**config.mk**
```make
export PLATFORM = sky130hd
export DESIGN_NAME = merge3_rr_arbiter_flat
export DESIGN_NICKNAME = d
export VERILOG_FILES = /design/src/rtl/noc_router_pkg.sv /design/src/rtl/merge3_rr_arbiter_if.sv /design/src/rtl/rr_pick3.sv /design/src/rtl/merge3_rr_arbiter.sv /design/src/flat_wrapper.sv
export SDC_FILE = /design/constraint.sdc
export NUM_CORES = 1
export LEC_CHECK = 0
export CELL_PAD_IN_SITES_DETAIL_PLACEMENT = 0
export CELL_PAD_IN_SITES_GLOBAL_PLACEMENT = 2
export CORE_ASPECT_RATIO = 0.9
export CORE_MARGIN = 2
export CORE_UTILIZATION = 11
export CTS_CLUSTER_SIZE = 8
export DETAILED_ROUTE_END_ITERATION = 7
export PLACE_DENSITY = 0.8
export SLEW_MARGIN = 20
export SYNTH_ARGS = -nofsm -noshare
export SYNTH_HDL_FRONTEND = slang
export SYNTH_SLANG_ARGS = --single-unit
```
**constraint.sdc**
```tcl
create_clock -name clk -period 1.69 [get_ports clk]
set_clock_uncertainty 0.05 [all_clocks]
set_input_delay 0.338 -clock clk [delete_from_list [all_inputs] [get_ports clk]]
set_output_delay 0.338 -clock clk [all_outputs]
set_load 0.03 [all_outputs]
```
**src/rtl/noc_router_pkg.sv**
```systemverilog
// Shared definitions for the forwarding-unit merge arbiters: grant encodings,
// default packet width and the debug view of arbiter state.
package noc_router_pkg;

  localparam logic [1:0] GRANT_A    = 2'd0;
  localparam logic [1:0] GRANT_B    = 2'd1;
  localparam logic [1:0] GRANT_C    = 2'd2;
  localparam logic [1:0] GRANT_NONE = 2'd3;

  localparam int PACKET_WIDTH = 21;

  // burst_cnt is zero-extended to 8 bits, enough for any legal burst limit.
  typedef struct packed {
    logic [1:0] last_owner;
    logic       owner_valid;
    logic [7:0] burst_cnt;
  } arb_dbg_t;

endpackage

```
**src/rtl/merge3_rr_arbiter_if.sv**
```systemverilog
// Three-input merge bus: FWFT input FIFO heads and flags on one side,
// pop strobes and the forwarded word toward the path decoder on the other.
interface merge3_rr_arbiter_if #(
  parameter int DATA_WIDTH = 21
);
  // Handshake: a head word din_x is consumed when read_en_x is high at a rising
  // clk edge (only ever while buffer_x_empty=0); dout is valid exactly when wen=1,
  // and buffer_out_full=1 blocks every pop and write in that cycle.
  logic [DATA_WIDTH-1:0] din_a;
  logic [DATA_WIDTH-1:0] din_b;
  logic [DATA_WIDTH-1:0] din_c;
  logic                  buffer_a_empty;
  logic                  buffer_b_empty;
  logic                  buffer_c_empty;
  logic                  buffer_out_full;
  logic                  read_en_a;
  logic                  read_en_b;
  logic                  read_en_c;
  logic [DATA_WIDTH-1:0] dout;
  logic                  wen;
  logic [1:0]            grant_id;

  modport master (
    input  din_a, din_b, din_c,
    input  buffer_a_empty, buffer_b_empty, buffer_c_empty, buffer_out_full,
    output read_en_a, read_en_b, read_en_c, dout, wen, grant_id
  );

  modport slave (
    output din_a, din_b, din_c,
    output buffer_a_empty, buffer_b_empty, buffer_c_empty, buffer_out_full,
    input  read_en_a, read_en_b, read_en_c, dout, wen, grant_id
  );
endinterface

```
**src/rtl/rr_pick3.sv**
```systemverilog
// Combinational 3-way round-robin pick: searches last_owner+1, +2, +3 (mod 3)
// and returns the first requester, so the previous owner is checked last.
module rr_pick3
  import noc_router_pkg::*;
(
  input  logic [2:0] request,
  input  logic [1:0] last_owner,
  output logic [1:0] winner,
  output logic       found
);

  logic [1:0] first, second, third;

  always_comb begin
    first  = GRANT_A;
    second = GRANT_B;
    third  = GRANT_C;
    case (last_owner)
      GRANT_A: begin first = GRANT_B; second = GRANT_C; third = GRANT_A; end
      GRANT_B: begin first = GRANT_C; second = GRANT_A; third = GRANT_B; end
      default: begin first = GRANT_A; second = GRANT_B; third = GRANT_C; end
    endcase
  end

  always_comb begin
    winner = GRANT_NONE;
    found  = 1'b0;
    if (request[first]) begin
      winner = first;
      found  = 1'b1;
    end else if (request[second]) begin
      winner = second;
      found  = 1'b1;
    end else if (request[third]) begin
      winner = third;
      found  = 1'b1;
    end
  end

endmodule

```
**src/rtl/merge3_rr_arbiter.sv**
```systemverilog
// Burst-limited round-robin merge of three FWFT FIFOs into one output path.
// Optional ARB_STALL_CNT_EN adds a saturating downstream-stall cycle counter.
module merge3_rr_arbiter
  import noc_router_pkg::*;
#(
  parameter int DATA_WIDTH = PACKET_WIDTH,
  parameter int MAX_BURST  = 4
) (
  input  logic                      clk,
  input  logic                      reset_n,
  merge3_rr_arbiter_if.master       bus,
  output arb_dbg_t                  dbg_state
`ifdef ARB_STALL_CNT_EN
  ,
  input  logic                      stall_clr,
  output logic [15:0]               stall_cycles
`endif
);

  localparam int             CW    = $clog2(MAX_BURST + 1);
  localparam logic [CW-1:0]  MAX_B = CW'(MAX_BURST);

  logic [1:0]    last_owner, last_owner_nxt;
  logic          owner_valid, owner_valid_nxt;
  logic [CW-1:0] burst_cnt, burst_cnt_nxt;

  logic [2:0]    request;
  logic [1:0]    pick_winner;
  logic          pick_found;
  logic          hold;
  logic [1:0]    grant;
  logic [1:0]    grant_live;

  assign request = {~bus.buffer_c_empty, ~bus.buffer_b_empty, ~bus.buffer_a_empty};

  rr_pick3 u_pick (
    .request    (request),
    .last_owner (last_owner),
    .winner     (pick_winner),
    .found      (pick_found)
  );

  always_ff @(posedge clk or negedge reset_n) begin
    if (!reset_n) begin
      last_owner  <= GRANT_C;
      owner_valid <= 1'b0;
      burst_cnt   <= '0;
    end else begin
      last_owner  <= last_owner_nxt;
      owner_valid <= owner_valid_nxt;
      burst_cnt   <= burst_cnt_nxt;
    end
  end

  assign hold = owner_valid && request[last_owner] && (burst_cnt < MAX_B);

  // A full downstream freezes the burst rather than releasing it.
  always_comb begin
    last_owner_nxt  = last_owner;
    owner_valid_nxt = owner_valid;
    burst_cnt_nxt   = burst_cnt;
    grant           = GRANT_NONE;
    if (!bus.buffer_out_full) begin
      if (hold) begin
        grant         = last_owner;
        burst_cnt_nxt = burst_cnt + CW'(1);
      end else if (pick_found) begin
        grant           = pick_winner;
        last_owner_nxt  = pick_winner;
        owner_valid_nxt = 1'b1;
        burst_cnt_nxt   = CW'(1);
      end else begin
        owner_valid_nxt = 1'b0;
        burst_cnt_nxt   = '0;
      end
    end
  end

  // Outputs are masked by reset_n so they drop the instant reset asserts.
  assign grant_live = reset_n ? grant : GRANT_NONE;

  always_comb begin
    bus.read_en_a = (grant_live == GRANT_A);
    bus.read_en_b = (grant_live == GRANT_B);
    bus.read_en_c = (grant_live == GRANT_C);
    bus.wen       = (grant_live != GRANT_NONE);
    bus.grant_id  = grant_live;
    case (grant_live)
      GRANT_A: bus.dout = bus.din_a;
      GRANT_B: bus.dout = bus.din_b;
      GRANT_C: bus.dout = bus.din_c;
      default: bus.dout = '0;
    endcase
  end

  always_comb begin
    dbg_state.last_owner  = last_owner;
    dbg_state.owner_valid = owner_valid;
    dbg_state.burst_cnt   = 8'(burst_cnt);
  end

`ifdef ARB_STALL_CNT_EN
  always_ff @(posedge clk or negedge reset_n) begin
    if (!reset_n) begin
      stall_cycles <= '0;
    end else if (stall_clr) begin
      stall_cycles <= '0;
    end else if (bus.buffer_out_full && (|request) && (stall_cycles != 16'hFFFF)) begin
      stall_cycles <= stall_cycles + 16'd1;
    end
  end
`endif

endmodule

```
**src/flat_wrapper.sv**
```systemverilog
// flat-port wrapper written by rule: the top's interface ports become plain ports
module merge3_rr_arbiter_flat import noc_router_pkg::*;
#(
  parameter int DATA_WIDTH = PACKET_WIDTH,
  parameter int MAX_BURST  = 4
)
  (clk, reset_n, dbg_state, bus_din_a, bus_din_b, bus_din_c, bus_buffer_a_empty, bus_buffer_b_empty, bus_buffer_c_empty, bus_buffer_out_full, bus_read_en_a, bus_read_en_b, bus_read_en_c, bus_dout, bus_wen, bus_grant_id);
  merge3_rr_arbiter_if #(.DATA_WIDTH(DATA_WIDTH)) bus_i ();
  input  logic clk;
  input  logic reset_n;
  output arb_dbg_t dbg_state;
  input wire logic [$bits(bus_i.din_a)-1:0] bus_din_a;
  input wire logic [$bits(bus_i.din_b)-1:0] bus_din_b;
  input wire logic [$bits(bus_i.din_c)-1:0] bus_din_c;
  input wire logic [$bits(bus_i.buffer_a_empty)-1:0] bus_buffer_a_empty;
  input wire logic [$bits(bus_i.buffer_b_empty)-1:0] bus_buffer_b_empty;
  input wire logic [$bits(bus_i.buffer_c_empty)-1:0] bus_buffer_c_empty;
  input wire logic [$bits(bus_i.buffer_out_full)-1:0] bus_buffer_out_full;
  output wire logic [$bits(bus_i.read_en_a)-1:0] bus_read_en_a;
  output wire logic [$bits(bus_i.read_en_b)-1:0] bus_read_en_b;
  output wire logic [$bits(bus_i.read_en_c)-1:0] bus_read_en_c;
  output wire logic [$bits(bus_i.dout)-1:0] bus_dout;
  output wire logic [$bits(bus_i.wen)-1:0] bus_wen;
  output wire logic [$bits(bus_i.grant_id)-1:0] bus_grant_id;
  assign bus_i.din_a = bus_din_a;
  assign bus_i.din_b = bus_din_b;
  assign bus_i.din_c = bus_din_c;
  assign bus_i.buffer_a_empty = bus_buffer_a_empty;
  assign bus_i.buffer_b_empty = bus_buffer_b_empty;
  assign bus_i.buffer_c_empty = bus_buffer_c_empty;
  assign bus_i.buffer_out_full = bus_buffer_out_full;
  assign bus_read_en_a = bus_i.read_en_a;
  assign bus_read_en_b = bus_i.read_en_b;
  assign bus_read_en_c = bus_i.read_en_c;
  assign bus_dout = bus_i.dout;
  assign bus_wen = bus_i.wen;
  assign bus_grant_id = bus_i.grant_id;
  merge3_rr_arbiter #(.DATA_WIDTH(DATA_WIDTH), .MAX_BURST(MAX_BURST)) u_core (.clk(clk), .reset_n(reset_n), .bus(bus_i), .dbg_state(dbg_state));
endmodule
```
# Yosys cells after proc, flatten, opt, wreduce, memory -nomap -nowiden
# Cells that the tools add are included.
[classes] n_addsub=1 order_cmp=5 mux=25 bitwise_logic=5 eq_ne=4 reduce_logical=6
[ops] operator="$pmux W21 S3" n=1
[ops] operator="$mux W2" n=7
[ops] operator="$lt A2 B3 Y1 const B" n=4
[ops] operator="$pmux W2 S2" n=3
[ops] operator="$mux W1" n=9
[ops] operator="$bmux W1 S2" n=4
[ops] operator="$not A1 Y1" n=5
[ops] operator="$eq A2 B1 Y1 const B" n=2
[ops] operator="$logic_not A2 Y1" n=2
[ops] operator="$add A3 B1 Y3 const B" n=1
[ops] operator="$lt A3 B3 Y1 const B" n=1
[ops] operator="$mux W3" n=1
[ops] operator="$reduce_and A3 Y1" n=1
[ops] operator="$eq A2 B2 Y1 const B" n=1
[ops] operator="$logic_and A1 B1 Y1" n=2
[ops] operator="$ne A2 B2 Y1 const B" n=1
[ops] operator="$reduce_and A2 Y1" n=1
[word_totals] wordCells=49 reg_bits=6 output_inout_bits=38

# Logic depth before layout (Yosys ltp)
# Gate-level depths: netlist (run 1).
[logic_depth] ltp_word=13 depth_mapped=7 mapped_depth_nobuf=5

# By module
# From an unflattened synthesis (run 1), not the netlist that was laid out.
[unflattened] cells_unflattened=105 area_unflattened_um2=987.2
[modules_own_cells] mod="merge3_rr_arbiter" seq_area_each_um2=151.4 area_each_um2=943.4 cells_each=99 instances=1
[modules_own_cells] mod="rr_pick3" seq_area_each_um2=0.0 area_each_um2=43.8 cells_each=6 instances=1

# Worst setup path after synthesis (run 1)
# Ideal clock, no wire load.
[synth_path] path_type="register to output" start="reg u_core.last_owner[0]" end="out bus_read_en_a" setup_slack_ps=-776 path_stages_with_launch=8 n_path_buf=2 arrival_ps=2078 path_cell_list="dfrtp_1 buf_4 nand4bb_1 o221ai_2 nor2_4 buf_4 nand2_1 nor2_1"
[synth_between] elab_chain_len=12 elab_cells_between_ends=26 classes_between="1 x eq/ne; 21 x mux; 4 x reduce/logical"
[synth_lines] element="start: declaration" line="merge3_rr_arbiter.sv:23" rtl="logic [1:0] last_owner, last_owner_nxt;"
[synth_lines] element="start signal: assignment" line="merge3_rr_arbiter.sv:49" rtl="last_owner <= last_owner_nxt;"
[synth_lines] element="$eq A2 B1 Y1 / $logic_not A2 Y1 (equally long branches)" line="rr_pick3.sv:18" rtl="case (last_owner)"
[synth_lines] element="$pmux W2 S2" line="rr_pick3.sv:18"
[synth_lines] element="$bmux W1 S2" line="rr_pick3.sv:34" rtl="end else if (request[third]) begin"
[synth_lines] element="$mux W1 (not written as such)" line="rr_pick3.sv:34"
[synth_lines] element="$mux W2 / $mux W1 (equally long branches)" line="rr_pick3.sv:34"
[synth_lines] element="$mux W2 / $mux W1 (equally long branches)" line="rr_pick3.sv:31" rtl="end else if (request[second]) begin"
[synth_lines] element="$mux W2 / $mux W1 (equally long branches)" line="rr_pick3.sv:28" rtl="if (request[first]) begin"
[synth_lines] element="$mux W2" line="merge3_rr_arbiter.sv:67" rtl="end else if (pick_found) begin"
[synth_lines] element="$mux W2 *" line="merge3_rr_arbiter.sv:64" rtl="if (hold) begin"
[synth_lines] element="$mux W2 *" line="merge3_rr_arbiter.sv:63" rtl="if (!bus.buffer_out_full) begin"
[synth_lines] element="$mux W2 *" line="merge3_rr_arbiter.sv:80" rtl="assign grant_live = reset_n ? grant : GRANT_NONE;"
[synth_lines] element="net bus_grant_id[1]" line="flat_wrapper.sv:24" rtl="output wire logic [$bits(bus_i.grant_id)-1:0] bus_grant_id;"
[synth_lines] element="$logic_not A2 Y1 *" line="merge3_rr_arbiter.sv:83" rtl="bus.read_en_a = (grant_live == GRANT_A);"
[synth_lines] element="end: declaration" line="flat_wrapper.sv:19" rtl="output wire logic [$bits(bus_i.read_en_a)-1:0] bus_read_en_a;"
# Mark *: on every way through the listed nets, which the timed path passes. The rest lies on a longest branch. The select of a mux whose other input is x is not followed.

# Final worst setup path (run 1)
[layout_path] start="reg u_core.last_owner[1]" end="out bus_dout[6]"
[layout_between] elab_chain_len=13 elab_cells_between_ends=29 classes_between="3 x eq/ne; 22 x mux; 4 x reduce/logical"
[layout_lines] element="$eq A2 B1 Y1 / $logic_not A2 Y1 (equally long branches)" line="rr_pick3.sv:18"
[layout_lines] element="$pmux W2 S2" line="rr_pick3.sv:18"
[layout_lines] element="$bmux W1 S2" line="rr_pick3.sv:34"
[layout_lines] element="$mux W1 (not written as such)" line="rr_pick3.sv:34"
[layout_lines] element="$mux W2 / $mux W1 (equally long branches)" line="rr_pick3.sv:34"
[layout_lines] element="$mux W2 / $mux W1 (equally long branches)" line="rr_pick3.sv:31"
[layout_lines] element="$mux W2 / $mux W1 (equally long branches)" line="rr_pick3.sv:28"
[layout_lines] element="$mux W2" line="merge3_rr_arbiter.sv:67"
[layout_lines] element="$mux W2 *" line="merge3_rr_arbiter.sv:64"
[layout_lines] element="$mux W2 *" line="merge3_rr_arbiter.sv:63"
[layout_lines] element="$mux W2 *" line="merge3_rr_arbiter.sv:80"
[layout_lines] element="$eq A2 B2 Y1, or another cell as far along" line="merge3_rr_arbiter.sv:88" rtl="case (grant_live)"
[layout_lines] element="$pmux W21 S3 *" line="merge3_rr_arbiter.sv:88"
[layout_lines] element="end: declaration" line="flat_wrapper.sv:22" rtl="output wire logic [$bits(bus_i.dout)-1:0] bus_dout;"
# Every way passes the cells marked *; elsewhere a longest branch is shown, timed or not. The select of a mux whose other input is x is not followed.

==> Flow_metrics.wiki, run 1 <==
{| class="wikitable"
! Metric !! Value
|-
| FF-to-FF Start || u_core.last_owner[1]$_DFFE_PN1P_
|-
| Pin count of the biggest net entering global routing || 16
|-
| Portion of netlist area occupied by mux cells || 0.246
|-
| Startpoint type of the worst setup path || flip-flop
|-
| Count of yosys warnings during synthesis || 0
|-
| Top-area cell type share of the netlist area || 0.231
|-
| Slowest stage cell, crit path || dfstp_2
|-
| Worst EP required || about 1.3 ns
|-
| Antenna Diode Count || 0
|-
| Delay of the slowest cell on the worst path || ~0.55 ns
|-
| Starting utilization of the core area || 0.115
|-
| EDFF count, synth || 0
|-
| Post-route non-filler standard cell count || between 300 and 400
|-
| DRC marker count from the first detailed-route iteration || 45
|-
| Cell type group with the largest total delay on the critical path || flip-flops
|-
| Area fraction in compound gates after synthesis || 0.235
|-
| FP Rows || 32
|-
| Critical path peak fanout || 5
|-
| CTS H-tree lvls || 1
|-
| Biggest area contributors in the synthesized netlist || mux2i_1 23%, o22ai_1 13%, dfrtp_1 13%
|-
| Share of cells above drive strength 1 || 0.515
|-
| Leading post-synthesis cells by instance count || 30 x nand2_1, 23 x mux2i_1, 21 x o22ai_1, 9 x buf_4
|-
| Final setup fails || 28
|-
| WHS || 0.0997 ns
|-
| Clock edge transition at the registers on the reported setup and hold paths || 0.04 ns
|-
| Area delta synth->final || 220%
|-
| Via density || 3.93
|-
| Placer Congestion || 0.709
|-
| Power share of the clock group || 0.063
|-
| Final period utilization || 1.43
|-
| Final setup TNS || -17.15 ns
|-
| Violations in the final reports || setup timing
|-
| Total congestion overflow || 0
|-
| Synthesized-area fraction occupied by xor and xnor cells || 0.00879
|-
| Global router's overall resource usage || 0.103
|-
| Io pins || 107
|-
| Async S/R FF share, synth || 1.00
|-
| Yosys cell types || 34
|-
| Number of buffers between clock root and the deepest sink || 2
|-
| Adder and majority gate portion of the synthesized area || 0.0126
|-
| Portion of the post-synthesis area used by sequential elements || 0.152
|-
| Switching part of the total power || 0.436
|-
| CTS tree || done
|-
| Clock sink count || 6
|-
| Y dimension of the die || 94.3 microns
|-
| Critical Path Start || u_core.last_owner[1]$_DFFE_PN1P_
|-
| Crit path setup slack, layout || -0.718 ns
|-
| Run status || finished with violations
|-
| Post-Synth Simple-Gate Area || 0.226
|-
| Part of the power in combinational logic || 0.866
|-
| Worst Setup End Kind || output port
|-
| Count of endpoints failing hold in the final timing report || 0
|-
| Total Die Area || between 9000 and 10000 sq um
|-
| Hold-fix buffers at CTS || 0
|-
| Pwr per Cell Area || 1150 nW/um^2
|-
| Count of unresolved DRC violations after routing || 0
|-
| Total number of nets in the final design || about 340
|-
| Reported net switching power || 1.60 mW
|-
| Internal power contribution || 2.07 mW
|-
| Final HPWL DP || 3920 microns
|-
| Total via count in the routed design || around 1500
|-
| Area of the core region || 8690 sq um
|-
| Synthesized area divided by synthesized cell count || 7.43 sq um
|-
| Total Routed Length || 5390 microns
|-
| Post-Synthesis Cells || 134
|-
| Count of max-cap constraint violations || 0
|-
| Worst path bufs/invs || 3
|-
| Cells after DPL || 374
|-
| Port Buffer Count || just over 100
|-
| Post-route ant nets || 0
|-
| Cell taking the most area after synthesis || mux2i_1
|-
| Count leader, synth || nand2_1
|-
| Antenna violations before repair || 0
|-
| Number of pins exceeding their max-slew limit in the final report || 0
|-
| Worst hold-check path type || primary input to asynchronous set/reset pin
|-
| Crit path arrival time || 2.02 ns
|-
| Netlist area before placement || 996 sq um
|-
| Clock Latency Late Sink || 0.23 ns
|-
| Path depth of the worst reg2reg path || 7
|-
| Global-route wire length before repair || 8160 microns
|-
| First drt pass iteration count || 3
|-
| Number of global-route vias before repair || 1532
|-
| Total clock buffers created by CTS || 3
|-
| Pre-CTS worst setup slack || -0.938 ns
|-
| Combinational family with the most area after synthesis || multiplexers
|-
| CP Depth || 8
|-
| Unrepaired setup endpoints after global routing || true
|-
| Leakage power || ~1.2 nW
|-
| Post-route minimum period || 2.41 ns
|-
| Average detailed-routed wire length per instance || around 14 microns
|-
| Fmax || 0.415 GHz
|-
| Sequential cell fraction of total power || 0.071
|-
| Clk Tree Root Cell || clkbuf_8
|-
| Most common flop cell mapped by yosys || dfrtp_1
|-
| Width of the die || 104 microns
|-
| VDD IR-drop max || 0.726 mV
|-
| Seq cells post-synth || 6
|-
| Class of the most critical setup path || flip-flop to output port
|-
| Worst-path cell chain || nand4bb_1, o221ai_2, nor2_4, buf_12, clkbuf_16, mux2i_4, o22ai_4, buf_6
|}
## per-stage QoR
stage	area, sq um	power, mW	utilization
3_3_place_gp	2660	2.64	0.306
3_5_place_dp	2660	2.65	0.306
2_1_floorplan	1410	1.84	-
6_report	3190	3.67	0.367
4_1_cts	3010	3.45	0.347
5_1_grt	3190	3.89	0.367
## final cells by class
cell class,instances,area [sq um]
clock buffers,4,45.0
multi-input cells,112,1280
repair buffers,144,1560
well taps,119,149
fillers,896,5500
flip-flops and latches,6,154
inverters,2,7.51
## timing repair
| item | 4_1_cts | 5_1_grt |
|---|---|---|
| setup buffers | 4 | 3 |
| gates resized for setup | 59 | 28 |
| pin swaps | 6 | 22 |
| setup endpoints to repair | 37 | 31 |
| gates cloned | 3 | 2 |
## power groups by stage
stage                     Combinational, mW  Clock, mW  Sequential (mW)
after CTS                              2.95      0.243            0.264
final                                  3.18      0.230            0.262
after floorplan                        1.49          0            0.349
after global placement                 2.37          0            0.275
after detailed placement               2.38          0            0.275
after global routing                   3.36      0.255            0.275
## kinds of logic after synthesis
| group | Yosys count |
|---|---|
| AO/OA/AOI/OAI | 34 |
| multiplexers | 24 |
| flip-flops | 6 |
| adder cells (fa/ha/maj) | 1 |
| AND/OR/NAND/NOR | 47 |
| XOR/XNOR | 1 |
| other | 1 |
| buffers and inverters | 20 |
## metal layers
layer	track usage	share of wire	vias to the layer above
li1	-	-	752
met1	0.122	0.39	718
met2	0.194	0.55	46
met3	0.0222	0.050	5
met4	0.0169	0.0050	0
met5	0	0	-
## final timing paths
path | slack, ns | to
worst max-delay path | -0.72 | bus_dout[6]
worst min-delay path | 0.1 | u_core.last_owner[0]$_DFFE_PN0P_
worst max register to register | -0.12 | u_core.last_owner[0]$_DFFE_PN0P_
worst min register to register | 0.46 | u_core.burst_cnt[1]$_DFFE_PN0N_
max in group asynchronous | 1.28 | u_core.last_owner[1]$_DFFE_PN1P_
min in group clk | 0.46 | u_core.burst_cnt[1]$_DFFE_PN0N_
## cell usage in the layout (no fill, tap or decap), types with 3 or more instances in the layout
cell,Yosys,final
conb_1,1,5
dfrtp_1,5,3
mux2i_2,0,12
mux2i_1,23,3
clkdlybuf4s50_1,0,63
nand2_1,30,28
nor2_4,1,4
dlygate4sd2_1,0,6
clkbuf_8,0,3
o21ai_0,4,4
buf_4,9,27
buf_6,0,32
buf_12,0,8
mux2i_4,0,8
o22ai_4,0,20
## state kept, by name, summed over array words and instances, names as in the netlist
name,flops
u_core.last_owner,2
u_core.burst_cnt,3
u_core.owner_valid,1
(Power assumes the default switching activity.)
==> run 2: changes to the inputs <==
==> constraint.sdc (replaced) <==
create_clock -name clk -period 1.69 [get_ports clk]
set_clock_uncertainty 0.05 [all_clocks]
set_input_delay 0.4225 -clock clk [delete_from_list [all_inputs] [get_ports clk]]
set_output_delay 0.4225 -clock clk [all_outputs]
set_load 0.03 [all_outputs]
==> run 2 against run 1 <==
  * The flow still finishes with violations (setup timing)
  * Die area is the same
  * Worst setup slack got worse by 0.091 ns
  * Register-to-register slack worse by 0.03 ns
  * Highest routed layer unchanged
  * Total power down 2.8%
  * Global-route usage increased by 0.25 points
  * Critical path depth decreased by 1
  * Flip-flop and latch count stayed put
  * Wire length down 2.8%
  * Worst hold slack worse by 0.069 ns
==> Flow_metrics.wiki, run 2 (synthesis gave the netlist of run 1 again) <==
{| class="wikitable"
! Metric !! Value
|-
| Run status || finished with violations (unchanged)
|-
| Violations in the final reports || setup timing (unchanged)
|-
| Global router's overall resource usage || 0.105 (was 0.103)
|-
| Clock Latency Late Sink || 0.23 ns (about the same)
|-
| Total via count in the routed design || 1535 (was 1521)
|-
| Crit path arrival time || 2.03 ns (was 2.02 ns)
|-
| Width of the die || 104 microns (unchanged)
|-
| Post-route minimum period || 2.50 ns (was 2.41 ns)
|-
| Endpoint of the lowest-slack register-to-register path || u_core.last_owner[0]$_DFFE_PN0P_ (unchanged)
|-
| Commonest non-fill, non-tap cells in the layout || 63 x clkdlybuf4s50_1, 37 x buf_6, 27 x nand2_1, 27 x buf_4, 21 x o22ai_4 (was 63 x clkdlybuf4s50_1, 32 x buf_6, 28 x nand2_1, 27 x buf_4, 20 x o22ai_4)
|-
| CTS H-tree lvls || 1 (unchanged)
|-
| Final HPWL DP || 3920 microns (about the same)
|-
| Final setup TNS || -20.02 ns (was -17.15 ns)
|-
| VDD IR-drop max || 0.818 mV (was 0.726 mV)
|-
| Post-Route Utilization || 0.368 (was 0.367)
|-
| Number of global-route vias before repair || 1683 (was 1532)
|-
| Startpoint type of the worst setup path || flip-flop (unchanged)
|-
| Registers with the most flip-flops || u_core.burst_cnt: 3 flops, u_core.last_owner: 2 flops, u_core.owner_valid: 1 flops (unchanged)
|-
| Path depth of the worst reg2reg path || 7 (unchanged)
|-
| Placer Congestion || 0.741 (was 0.709)
|-
| Area delta synth->final || 221% (was 220%)
|-
| Share of cells above drive strength 1 || 0.549 (was 0.515)
|-
| Biggest register || u_core.burst_cnt (unchanged)
|-
| Clk Tree Root Cell || clkbuf_8 (unchanged)
|-
| Sequential cell fraction of total power || 0.079 (was 0.071)
|-
| Most common library cell in the layout ignoring fill and taps || clkdlybuf4s50_1 (unchanged)
|-
| Area of the core region || 8690 sq um (unchanged)
|-
| Worst EP required || 1.22 ns (was 1.30 ns)
|-
| Y dimension of the die || 94.3 microns (unchanged)
|-
| Critical path peak fanout || 9 (was 5)
|-
| Total number of nets in the final design || 337 (was 339)
|-
| Final setup fails || 28 (unchanged)
|-
| First drt pass iteration count || 4 (was 3)
|-
| Last element of the critical path || bus_dout[17] (was bus_dout[6])
|-
| Leakage power || 1.18 nW (was 1.22 nW)
|-
| Total congestion overflow || 0 (unchanged)
|-
| Sequential cell area || 154 sq um (unchanged)
|-
| Clock sink count || 6 (unchanged)
|-
| Antenna Diode Count || 0 (unchanged)
|-
| Cells after DPL || 374 (unchanged)
|-
| Reg2reg setup slack || -0.15 ns (was -0.12 ns)
|-
| Fmax || 0.400 GHz (was 0.415 GHz)
|-
| Count of max-cap constraint violations || 0 (unchanged)
|-
| Count of unresolved DRC violations after routing || 0 (unchanged)
|-
| DRC marker count from the first detailed-route iteration || 29 (was 45)
|-
| Global-route wire length before repair || 8380 microns (was 8160 microns)
|-
| Total Routed Length || 5240 microns (was 5390 microns)
|-
| Antenna violations before repair || 0 (unchanged)
|-
| Clock edge transition at the registers on the reported setup and hold paths || 0.04 ns (about the same)
|-
| Total clock buffers created by CTS || 3 (unchanged)
|-
| Switching part of the total power || 0.446 (was 0.436)
|-
| Total Die Area || 9830 sq um (unchanged)
|-
| CTS tree || done (unchanged)
|-
| FP Rows || 32 (unchanged)
|-
| Port Buffer Count || 101 (unchanged)
|-
| Filler Cell Count || 892 (was 896)
|-
| Pre-CTS worst setup slack || -1.04 ns (was -0.938 ns)
|-
| Final period utilization || 1.48 (was 1.43)
|-
| Max reg flops || 3 (unchanged)
|-
| Post-route ant nets || 0 (unchanged)
|-
| Count of endpoints failing hold in the final timing report || 0 (unchanged)
|-
| Total Power || 3.57 mW (was 3.67 mW)
|-
| FF-to-FF Start || u_core.last_owner[1]$_DFFE_PN1P_ (unchanged)
|-
| Worst Setup End Kind || output port (unchanged)
|-
| Post-route non-filler standard cell count || 385 (was 387)
|-
| Part of the power in combinational logic || 0.855 (was 0.866)
|-
| Via density || 3.99 (was 3.93)
|-
| Worst hold-check path type || primary input to asynchronous set/reset pin (unchanged)
|-
| Pin count of the biggest net entering global routing || 14 (was 16)
|-
| Critical Path Start || u_core.last_owner[1]$_DFFE_PN1P_ (unchanged)
|-
| Number of buffers between clock root and the deepest sink || 2 (unchanged)
|-
| Hold-fix buffers at CTS || 0 (unchanged)
|-
| Reported net switching power || 1.59 mW (was 1.60 mW)
|-
| Internal power contribution || 1.98 mW (was 2.07 mW)
|-
| Crit path setup slack, layout || -0.810 ns (was -0.718 ns)
|-
| Class of the most critical setup path || flip-flop to output port (unchanged)
|-
| Pwr per Cell Area || 1120 nW/um^2 (was 1150 nW/um^2)
|-
| Starting utilization of the core area || 0.115 (unchanged)
|-
| Number of pins exceeding their max-slew limit in the final report || 0 (unchanged)
|-
| Power share of the clock group || 0.066 (was 0.063)
|-
| Area used by multi-input combinational logic || 1380 sq um (was 1280 sq um)
|-
| Io pins || 107 (unchanged)
|-
| Average detailed-routed wire length per instance || 13.6 microns (was 13.9 microns)
|-
| Unrepaired setup endpoints after global routing || true (unchanged)
|}
==> run 2: critical path: stages (launching register included) <==
cell,delay (ns)
dfstp_2,0.57
nand4bb_1,0.17
nand4b_1,0.17
o311a_1,0.25
nand2_4,0.12
buf_12,0.18
o22ai_4,0.18
buf_6,0.15
==> run 2: worst min-delay path by stage <==
| stage | start | end | slack (ns) |
|---|---|---|---|
| 2_1_floorplan | reset_n | u_core.burst_cnt[0]$_DFFE_PN0N_ | 0.08 |
| 5_1_grt | reset_n | u_core.burst_cnt[1]$_DFFE_PN0N_ | 0.04 |
| 3_3_place_gp | u_core.burst_cnt[1]$_DFFE_PN0N_ | u_core.burst_cnt[1]$_DFFE_PN0N_ | 0.46 |
| 3_5_place_dp | u_core.burst_cnt[1]$_DFFE_PN0N_ | u_core.burst_cnt[1]$_DFFE_PN0N_ | 0.48 |
| 6_report | reset_n | u_core.burst_cnt[1]$_DFFE_PN0N_ | 0.03 |
| 4_1_cts | reset_n | u_core.burst_cnt[1]$_DFFE_PN0N_ | 0.03 |
==> run 2: layer usage <==
metal / vias to the layer above / global-route usage / wire length (microns)
li1: 750 / - / -
met1: 725 / 0.122 / 2140
met2: 53 / 0.204 / 2820
met3: 7 / 0.0146 / 223
met4: 0 / 0.0248 / 55
met5: - / 0 / 0
==> run 2: layout make-up <==
cell class | instances | share of cell area
flip-flops and latches | 6 | 0.0481
multi-input cells | 112 | 0.432
well taps | 119 | 0.0465
clock buffers | 4 | 0.0141
repair buffers | 142 | 0.457
inverters | 2 | 0.00235
==> run 2: what timing repair did <==
action                                  in CTS  in global routing
cloned                                       2                  1
endpoints found under the hold margin        0                  0
endpoints found under the setup margin      37                 32
setup buffers                                6                  2
pin swaps                                   17                  8
resized for setup                           96                 20
==> run 2: power groups by stage <==
stage          sequential (mW)  combinational, mW  clock, mW
2_1_floorplan            0.349               1.53          0
3_3_place_gp             0.281               2.42          0
4_1_cts                  0.272               3.04      0.241
3_5_place_dp             0.281               2.43          0
5_1_grt                  0.292               3.23      0.251
6_report                 0.282               3.05      0.237
==> run 2: through the flow <==
| step | hold WS [ns] | instance area, sq um |
|---|---|---|
| final | 0.0310 | 3200 |
| after global routing | 0.0412 | 3200 |
| after CTS | 0.0319 | 3160 |
| after detailed placement | 0.484 | 2670 |
| after global placement | 0.462 | 2670 |
| after floorplan | 0.0769 | 1450 |
==> run 3: changes to the inputs <==
==> constraint.sdc (replaced) <==
create_clock -name clk -period 2.2 [get_ports clk]
set_clock_uncertainty 0.05 [all_clocks]
set_input_delay 0.55 -clock clk [delete_from_list [all_inputs] [get_ports clk]]
set_output_delay 0.55 -clock clk [all_outputs]
set_load 0.03 [all_outputs]
==> run 3 against run 2 <==
  * The flow still finishes with violations (setup timing)
  * Core utilization increased by 0.10 points
  * Global-route usage increased by 0.69 points
  * Non-clock buffer count unchanged
  * Sequential share of layout area about the same
  * First-iteration DRC count decreased by 28%
  * Largest power group unchanged
  * Highest routed layer is now met3
==> Flow_metrics.wiki, run 3 (synthesis gave the netlist of run 1 again) <==
{| class="wikitable"
! Metric !! Value
|-
| Run status || finished with violations (unchanged)
|-
| Violations in the final reports || setup timing (unchanged)
|-
| Final setup TNS || -9.57 ns (was -20.02 ns)
|-
| Standard cell area after detailed placement || 2580 sq um (was 2670 sq um)
|-
| First drt pass iteration count || 4 (unchanged)
|-
| Average detailed-routed wire length per instance || 14.6 microns (was 13.6 microns)
|-
| Global-route wire length before repair || 8850 microns (was 8380 microns)
|-
| Cells after DPL || 367 (was 374)
|-
| Cell seen most often among critical-path stages || buf_12
|-
| Worst hold-check path type || primary input to asynchronous set/reset pin (unchanged)
|-
| Critical path peak fanout || 8 (was 9)
|-
| Most heavily used metal layer in global routing || met2 (unchanged)
|-
| Clock Latency Late Sink || 0.22 ns (was 0.23 ns)
|-
| Pwr per Cell Area || 886 nW/um^2 (was 1120 nW/um^2)
|-
| Antenna violations before repair || 0 (unchanged)
|-
| Antenna Diode Count || 0 (unchanged)
|-
| Worst Setup End Kind || output port (unchanged)
|-
| Count of unresolved DRC violations after routing || 0 (unchanged)
|-
| Registers with the most flip-flops || u_core.burst_cnt: 3 flops, u_core.last_owner: 2 flops, u_core.owner_valid: 1 flops (unchanged)
|-
| Width of the die || 104 microns (unchanged)
|-
| DRC marker count from the first detailed-route iteration || 21 (was 29)
|-
| Io pins || 107 (unchanged)
|-
| Count of max-cap constraint violations || 0 (unchanged)
|-
| Most common library cell in the layout ignoring fill and taps || clkdlybuf4s50_1 (unchanged)
|-
| Number of global-route vias before repair || 1654 (was 1683)
|-
| Total number of nets in the final design || 337 (unchanged)
|-
| Port Buffer Count || 101 (unchanged)
|-
| Met2 Resource Use GR || 0.223 (was 0.204)
|-
| Total Power || 2.84 mW (was 3.57 mW)
|-
| Fraction of met1 tracks used by global routing || 0.130 (was 0.122)
|-
| CTS tree || done (unchanged)
|-
| Y dimension of the die || 94.3 microns (unchanged)
|-
| Biggest register || u_core.burst_cnt (unchanged)
|-
| Share of cells above drive strength 1 || 0.519 (was 0.549)
|-
| Pre-CTS worst setup slack || -0.772 ns (was -1.04 ns)
|-
| Final HPWL DP || 3750 microns (was 3920 microns)
|-
| Area delta synth->final || 222% (was 221%)
|-
| Unrepaired setup endpoints after global routing || true (unchanged)
|-
| Max reg flops || 3 (unchanged)
|-
| Filler Cell Count || 887 (was 892)
|-
| Final setup fails || 26 (was 28)
|-
| Post-route ant nets || 0 (unchanged)
|-
| WHS || 0.363 ns (was 0.0310 ns)
|-
| Clock sink count || 6 (unchanged)
|-
| Class of the most critical setup path || flip-flop to output port (unchanged)
|-
| Commonest non-fill, non-tap cells in the layout || 68 x clkdlybuf4s50_1, 29 x buf_6, 28 x buf_4, 26 x nand2_1, 20 x o22ai_4 (was 63 x clkdlybuf4s50_1, 37 x buf_6, 27 x nand2_1, 27 x buf_4, 21 x o22ai_4)
|-
| Worst-path cell chain || nand2b_4, o221ai_4, nor2_4, buf_12, nand2_8, buf_12, o22ai_4, buf_6 (was nand4bb_1, nand4b_1, o311a_1, nand2_4, buf_12, o22ai_4, buf_6)
|-
| Pin count of the biggest net entering global routing || 15 (was 14)
|-
| Via density || 3.96 (was 3.99)
|-
| Total Routed Length || 5620 microns (was 5240 microns)
|-
| Hold-fix buffers at CTS || 0 (unchanged)
|-
| Fmax || 0.384 GHz
|-
| Leakage power || 1.20 nW (was 1.18 nW)
|-
| FP Rows || 32 (unchanged)
|-
| Slowest stage cell, crit path || dfstp_2 (unchanged)
|-
| Crit path setup slack, layout || -0.402 ns (was -0.810 ns)
|-
| VDD IR-drop max || 0.548 mV (was 0.818 mV)
|-
| Startpoint type of the worst setup path || flip-flop (unchanged)
|-
| Count of endpoints failing hold in the final timing report || 0 (unchanged)
|-
| Global router's overall resource usage || 0.112 (was 0.105)
|-
| Total congestion overflow || 0 (unchanged)
|-
| Post-Route Utilization || 0.369 (was 0.368)
|-
| Post-route cell area || 3210 sq um (was 3200 sq um)
|-
| Met3 Track Usage GR || 0.0166 (was 0.0146)
|-
| Placer Congestion || 0.728 (was 0.741)
|-
| CTS H-tree lvls || 1 (unchanged)
|-
| Post-route non-filler standard cell count || 385 (unchanged)
|-
| Number of buffers between clock root and the deepest sink || 2 (unchanged)
|-
| Post-route minimum period || approximately 2.6 ns
|-
| Delay of the slowest cell on the worst path || 0.58 ns (was 0.57 ns)
|-
| Number of pins exceeding their max-slew limit in the final report || 0 (unchanged)
|-
| Starting utilization of the core area || 0.115 (unchanged)
|-
| Clock edge transition at the registers on the reported setup and hold paths || 0.04 ns (about the same)
|-
| Final period utilization || 1.18
|-
| Total via count in the routed design || 1524 (was 1535)
|-
| Crit path arrival time || 2.00 ns (was 2.03 ns)
|-
| Worst EP required || 1.60 ns (was 1.22 ns)
|-
| Area of the core region || 8690 sq um (unchanged)
|-
| Total Die Area || 9830 sq um (unchanged)
|-
| Total clock buffers created by CTS || 3 (unchanged)
|-
| Clk Tree Root Cell || clkbuf_8 (unchanged)
|}
==> run 3: cell types whose count changed in the layout (fill, tap and decap cells not counted), moves of 3 or more <==
cell,delta
buf_16,+3
clkdlybuf4s50_1,+5
mux2i_2,+4
buf_6,-8
mux2i_4,-5
==> run 3: worst max-delay path: cells and delay by family, from the launching register on <==
family	cells	cell delay [ns]
compound gates	2	0.23
simple gates	3	0.44
flops	1	0.58
buf+inv	3	0.52
==> run 3: final timing paths <==
path,start,to,slack [ns],cells past startpoint
worst max-delay path,u_core.last_owner[1]$_DFFE_PN1P_,bus_dout[16],-0.40,8
worst min-delay path,reset_n,u_core.burst_cnt[1]$_DFFE_PN0N_,0.36,2
worst max register to register,u_core.last_owner[1]$_DFFE_PN1P_,u_core.last_owner[0]$_DFFE_PN0P_,0.26,8
worst min register to register,u_core.burst_cnt[1]$_DFFE_PN0N_,u_core.burst_cnt[1]$_DFFE_PN0N_,0.47,2
max in group asynchronous,reset_n,u_core.last_owner[1]$_DFFE_PN1P_,1.53,2
min in group clk,u_core.burst_cnt[1]$_DFFE_PN0N_,u_core.burst_cnt[1]$_DFFE_PN0N_,0.47,2
==> run 3: layout make-up <==
| cell class | instances | area [sq um] | area share |
|---|---|---|---|
| Inverter | 2 | 7.51 | 0.00234 |
| Sequential cell | 6 | 154 | 0.0480 |
| Tap cell | 119 | 149 | 0.0464 |
| Timing Repair Buffer | 142 | 1500 | 0.468 |
| Clock buffer | 4 | 45.0 | 0.0140 |
| Multi-Input combinational cell | 112 | 1350 | 0.422 |
==> run 3: report_power, final <==
part	switching (mW)	leakage, nW	internal (mW)
registers	0.0673	0.0699	0.160
logic	1.14	1.10	1.30
clock network	0.0466	0.0228	0.125
total	1.25	1.20	1.59
==> run 3: metal layers <==
metal	up-vias	share of wire	routed length [microns]
met4	0	0	0
met5	-	0	0
met2	54	0.57	3200
met3	0	0.045	252
met1	721	0.38	2160
li1	749	-	-
==> run 3: timing repair <==
item                                    4_1_cts  5_1_grt
cloned                                        5        1
gates resized for setup                      86       15
buffers inserted                              8        3
endpoints found under the setup margin       27       26
endpoints found under the hold margin         0        0
pin swaps                                     5        5
